## src/rtl/div_unit.sv

```systemverilog
`default_nettype none
// ============================================================================
// Module   : div_unit
// Purpose  : Iterative 32-bit restoring radix-2 divider with stream handshake,
//            returning {quotient, remainder}. Optional DIV_ZERO_FAST_EN
//            shortcut sends divide-by-zero straight to DONE.
// Revision : 1.0 - initial release
// ============================================================================
module div_unit #(
    parameter int SIGNED = 1
) (
    input  logic        clk,
    input  logic        resetn,
    input  logic [31:0] s_axis_dividend_tdata,
    input  logic [31:0] s_axis_divisor_tdata,
    input  logic        s_axis_dividend_tvalid,
    input  logic        s_axis_divisor_tvalid,
    output logic        s_axis_dividend_tready,
    output logic        s_axis_divisor_tready,
    output logic [63:0] m_axis_dout_tdata,
    output logic        m_axis_dout_tvalid
);

    localparam logic [1:0] ST_IDLE   = 2'd0;
    localparam logic [1:0] ST_CALC   = 2'd1;
    localparam logic [1:0] ST_DONE   = 2'd2;
    localparam logic [5:0] LAST_ITER = 6'd31;

    logic [1:0]  state_q, state_d;
    logic [5:0]  cnt_q, cnt_d;
    logic [31:0] dvd_q, dvd_d;
    logic [31:0] dsr_q, dsr_d;
    logic [31:0] rem_q, rem_d;
    logic        q_neg_q, q_neg_d;
    logic        r_neg_q, r_neg_d;
    logic [63:0] tdata_q, tdata_d;

    logic        accept;
    logic        a_neg, b_neg;
    logic [31:0] a_mag, b_mag;
    logic [32:0] shifted;
    logic        q_bit;
    logic [31:0] rem_next, quo_next;
`ifdef DIV_ZERO_FAST_EN
    logic        div_zero;
`endif

    function automatic logic [31:0] neg_if(input logic n, input logic [31:0] v);
        return n ? (~v + 32'd1) : v;
    endfunction

    always_comb begin
        accept = (state_q == ST_IDLE) && s_axis_dividend_tvalid && s_axis_divisor_tvalid;
        a_neg  = (SIGNED != 0) && s_axis_dividend_tdata[31];
        b_neg  = (SIGNED != 0) && s_axis_divisor_tdata[31];
        a_mag  = neg_if(a_neg, s_axis_dividend_tdata);
        b_mag  = neg_if(b_neg, s_axis_divisor_tdata);
`ifdef DIV_ZERO_FAST_EN
        div_zero = (s_axis_divisor_tdata == 32'd0);
`endif
        // Dividend register doubles as the quotient shift register: its MSB
        // feeds the partial remainder while quotient bits enter at the LSB.
        shifted  = {rem_q, dvd_q[31]};
        q_bit    = (shifted >= {1'b0, dsr_q});
        rem_next = q_bit ? (shifted[31:0] - dsr_q) : shifted[31:0];
        quo_next = {dvd_q[30:0], q_bit};
    end

    always_ff @(posedge clk) begin
        if (!resetn) begin
            state_q <= ST_IDLE;
            cnt_q   <= 6'd0;
            dvd_q   <= 32'd0;
            dsr_q   <= 32'd0;
            rem_q   <= 32'd0;
            q_neg_q <= 1'b0;
            r_neg_q <= 1'b0;
            tdata_q <= 64'd0;
        end else begin
            state_q <= state_d;
            cnt_q   <= cnt_d;
            dvd_q   <= dvd_d;
            dsr_q   <= dsr_d;
            rem_q   <= rem_d;
            q_neg_q <= q_neg_d;
            r_neg_q <= r_neg_d;
            tdata_q <= tdata_d;
        end
    end

    always_comb begin
        state_d = state_q;
        case (state_q)
            ST_IDLE: begin
                if (accept) begin
`ifdef DIV_ZERO_FAST_EN
                    state_d = div_zero ? ST_DONE : ST_CALC;
`else
                    state_d = ST_CALC;
`endif
                end
            end
            ST_CALC: begin
                if (cnt_q == LAST_ITER) begin
                    state_d = ST_DONE;
                end
            end
            default: state_d = ST_IDLE;
        endcase
    end

    always_comb begin
        cnt_d   = cnt_q;
        dvd_d   = dvd_q;
        dsr_d   = dsr_q;
        rem_d   = rem_q;
        q_neg_d = q_neg_q;
        r_neg_d = r_neg_q;
        tdata_d = tdata_q;
        case (state_q)
            ST_IDLE: begin
                if (accept) begin
                    dvd_d   = a_mag;
                    dsr_d   = b_mag;
                    rem_d   = 32'd0;
                    q_neg_d = a_neg ^ b_neg;
                    r_neg_d = a_neg;
                    cnt_d   = 6'd0;
`ifdef DIV_ZERO_FAST_EN
                    if (div_zero) begin
                        tdata_d = {neg_if(a_neg ^ b_neg, 32'hFFFF_FFFF), neg_if(a_neg, a_mag)};
                    end
`endif
                end
            end
            ST_CALC: begin
                rem_d = rem_next;
                dvd_d = quo_next;
                cnt_d = cnt_q + 6'd1;
                // Result is registered on the final iteration so it is stable in DONE.
                if (cnt_q == LAST_ITER) begin
                    tdata_d = {neg_if(q_neg_q, quo_next), neg_if(r_neg_q, rem_next)};
                end
            end
            default: begin
            end
        endcase
    end

    always_comb begin
        s_axis_dividend_tready = (state_q == ST_IDLE);
        s_axis_divisor_tready  = (state_q == ST_IDLE);
        m_axis_dout_tvalid     = (state_q == ST_DONE);
        m_axis_dout_tdata      = tdata_q;
    end

endmodule
`default_nettype wire

```

## config.mk

```make
export PLATFORM = sky130hd
export DESIGN_NAME = div_unit
export DESIGN_NICKNAME = d
export VERILOG_FILES = /design/src/rtl/div_unit.sv
export SDC_FILE = /design/constraint.sdc
export NUM_CORES = 1
export LEC_CHECK = 0
export CORE_ASPECT_RATIO = 0.7
export CORE_MARGIN = 5
export CORE_UTILIZATION = 57
export DETAILED_ROUTE_END_ITERATION = 7
export GPL_TIMING_DRIVEN = 0
export HOLD_SLACK_MARGIN = 0.02
export PLACE_DENSITY_LB_ADDON = 0.15
export SLEW_MARGIN = 15
export SYNTH_ARGS = -nofsm -noshare
export SYNTH_HDL_FRONTEND = slang
export SYNTH_SLANG_ARGS = --single-unit
```

## constraint.sdc

```tcl
create_clock -name clk -period 6.3 [get_ports clk]
set_clock_uncertainty 0.2 [all_clocks]
set_input_delay 1.26 -clock clk [delete_from_list [all_inputs] [get_ports clk]]
set_output_delay 1.26 -clock clk [all_outputs]
set_load 0.05 [all_outputs]
```

==> run metrics <==
CTS sink cnt=170; Synth area leader=dfxtp_1; Commonest cells post-synth=nand2_1 (175), nor2_1 (175), dfxtp_1 (170); Yosys reg bits=170; Max Buffers Root-to-Sink=2; CP Capture Type=flop; total number of yosys warnings=0; Placeable Area=19800 µm²; max-slew violations=0; nets=1796; utilization after layout=70.2%; CTS tree=built; max_cap viols=0; Post-synth EDFFs=0; CTS buffer count=17; Final Cycle Share=96.7%; Initial Util=58.0%; FF-to-FF path depth=19; Die Y=129 µm; GRT overflow=0; xor-xnor portion of the synthesized cell area=9.68%; DRC Markers=0; syn_area_per_cell=7.48 µm²; Hold Worst Slack=0.249 ns; Post-Synth Simple-Gate Area=22.9%; Adder-Cell Fraction of Synth Area=4.20%; Yosys top cell area share=29.6%; DP Worst Slack=-1.06 ns; Area growth, synth to finish=21.0%; hpwl dp=32.5 mm; I/O pin count=135; post-synthesis instance area=11500 µm²; GRT Util Overall=34.9%; Worst setup SP type=flop; post-synthesis mux area share=1.79%; routed via count=12.8k; Final min period=6.09 ns; post-synthesis cell count=1537; Slew @ Worst Pin=0.916 ns; Clock transition at path regs=0.07 ns; f_max=164 MHz; vias in the first global route=11.4k; first drt pass iteration count=6; DRT Wirelength=42.0 mm; Worst Path Arrival=6.24 ns; Site Rows=43; crit path max fanout=10; Die Width=180 µm; CTS root buf=clkbuf_16; Crit path buffers/inverters=4; Antenna Cells=0; Routed WL per cell=21.3 µm; Top FF cell, synth=dfxtp_1; total die area=23100 µm²; crit path cell chain=ha_1, clkbuf_2, a21oi_1, o21ai_0, a22oi_2, a31oi_2, or2_1, clkinvlp_4, clkbuf_4, clkbuf_4, ha_1, nand2_1, or3_1, or2_2, or3_1, or4_1, o41ai_2, xor2_1, a211oi_1; Initial DRC Count=1928; status=finished clean; final critical-path setup slack=0.209 ns; initial antenna violation count=1; final hold vios=0; Synth area leaders=dfxtp_1 (30%), nand2_1 (5.7%), nor2_1 (5.7%); Worst path slowest cell=or4_1; library cells used by synthesis=75; ys async rst share=0%; clock latency on the worst-skew pair=0.45 ns; WP depth=19; Hold Crit Depth=2; largest family of logic cells by synthesized area=compound AO/OA/AOI/OAI gates; Seq/Total Area, Yosys=29.6%; largest net degree at the start of global routing=17; Synth Area in Compound Gates=26.6%; first-pass GRT wire length=64.4 mm; vias per inst=6.47; Hold/Removal Path Class=flop to flop; Worst EP required=6.45 ns; Port Buffers=133; CP Class=flop to flop; Crit path max-delay family=simple AND/OR/NAND/NOR gates; crit-path max cell delay=0.53 ns; GPL Wtd Cong=0.975; syn nets=1643; Final Setup Violations=0; ratio of cells with drive above 1 in the final layout=5.82%; Routed Antenna Nets=0; relative slew slack=38.8%; # H-tree levels=4
[stage by stage]
stage	cell area (µm²)	setup TNS, ns	std cells
detailed placement	13200	-6.25	1940
finish	13900	0	1972
global route	13900	-0.0434	1972
CTS	13800	0	1973
floorplan	11500	0	1537
global placement	13200	-6.33	1940
[layout make-up]
class	count	area, µm²
inverter	55	210
timing repair buffer	136	1350
buffer	97	412
clock buffer	21	470
tap	270	338
clock inverter	10	115
fill	1754	5890
sequential	170	3400
multi-input combinational	1213	7610
[worst paths after layout]
| kind | from | slack, ns | endpoint |
|---|---|---|---|
| setup / recovery | rem_q[11] | 0.21 | m_axis_dout_tdata[58] |
| hold / removal | m_axis_dout_tdata[8] | 0.25 | m_axis_dout_tdata[8] |
| setup reg to reg | rem_q[11] | 0.21 | m_axis_dout_tdata[58] |
| hold reg to reg | m_axis_dout_tdata[8] | 0.25 | m_axis_dout_tdata[8] |
[routing by layer]
metal | share of wire [%] | global-route usage (%)
met5 | 0.031 | 0
met4 | 1.5 | 6.94
met3 | 13 | 11.4
met2 | 39 | 48.3
met1 | 46 | 52.8
[placed cells by master, fill, tap and decap left out, drive strengths merged, types with 4 or more instances in the layout]
cell type / n
nor2: 175
nand2: 175
dfxtp: 170
clkdlybuf4s50: 133
a21oi: 130
clkbuf: 99
o21ai: 86
xor2: 70
a211oi: 66
xnor2: 57
inv: 54
ha: 37
nand3: 35
o31ai: 34
a31oi: 34
a22oi: 33
or3: 29
nor3: 27
or4: 22
buf: 22
nand4: 16
mux2i: 16
o211ai: 15
or2: 13
o41ai: 13
nor4: 12
a21o: 11
o21a: 10
and3: 10
nand2b: 8
and2: 8
clkinv: 8
nor2b: 6
o31a: 6
a21boi: 5
nor3b: 5
nand3b: 4
mux2: 4
[state kept, by name, summed over array words and instances, names as in the netlist]
register           flops
m_axis_dout_tdata     64
dsr_q                 32
dvd_q                 32
rem_q                 32
cnt_q                  6
state_q                2
q_neg_q                1
r_neg_q                1
[logic make-up (layout without fill, tap and decap cells)]
kind of cell | after synthesis | after routing
compound gates | 471 | 471
flops | 170 | 170
mux | 20 | 20
xor+xnor | 127 | 127
fa+ha+maj | 38 | 38
simple gates | 557 | 557
buf+inv | 154 | 319
[worst min-delay path: cells and delay by family (launching register included)]
family             cells  cell delay (ns)
and+or+nand+nor        1             0.05
AOI/OAI and AO/OA      1             0.05
DFF                    1             0.31
[what timing repair did]
| item | CTS | global route |
|---|---|---|
| buffers inserted | 2 | 1 |
| hold buffers | 0 | 0 |
| resized for setup | 17 | 24 |
| pin swaps | 2 | 7 |
| endpoints found under the setup margin | 14 | 12 |
Power is left out: the tool's default activity adds up to more than one toggle a clock period on the data nets, which glitch-free logic cannot reach.
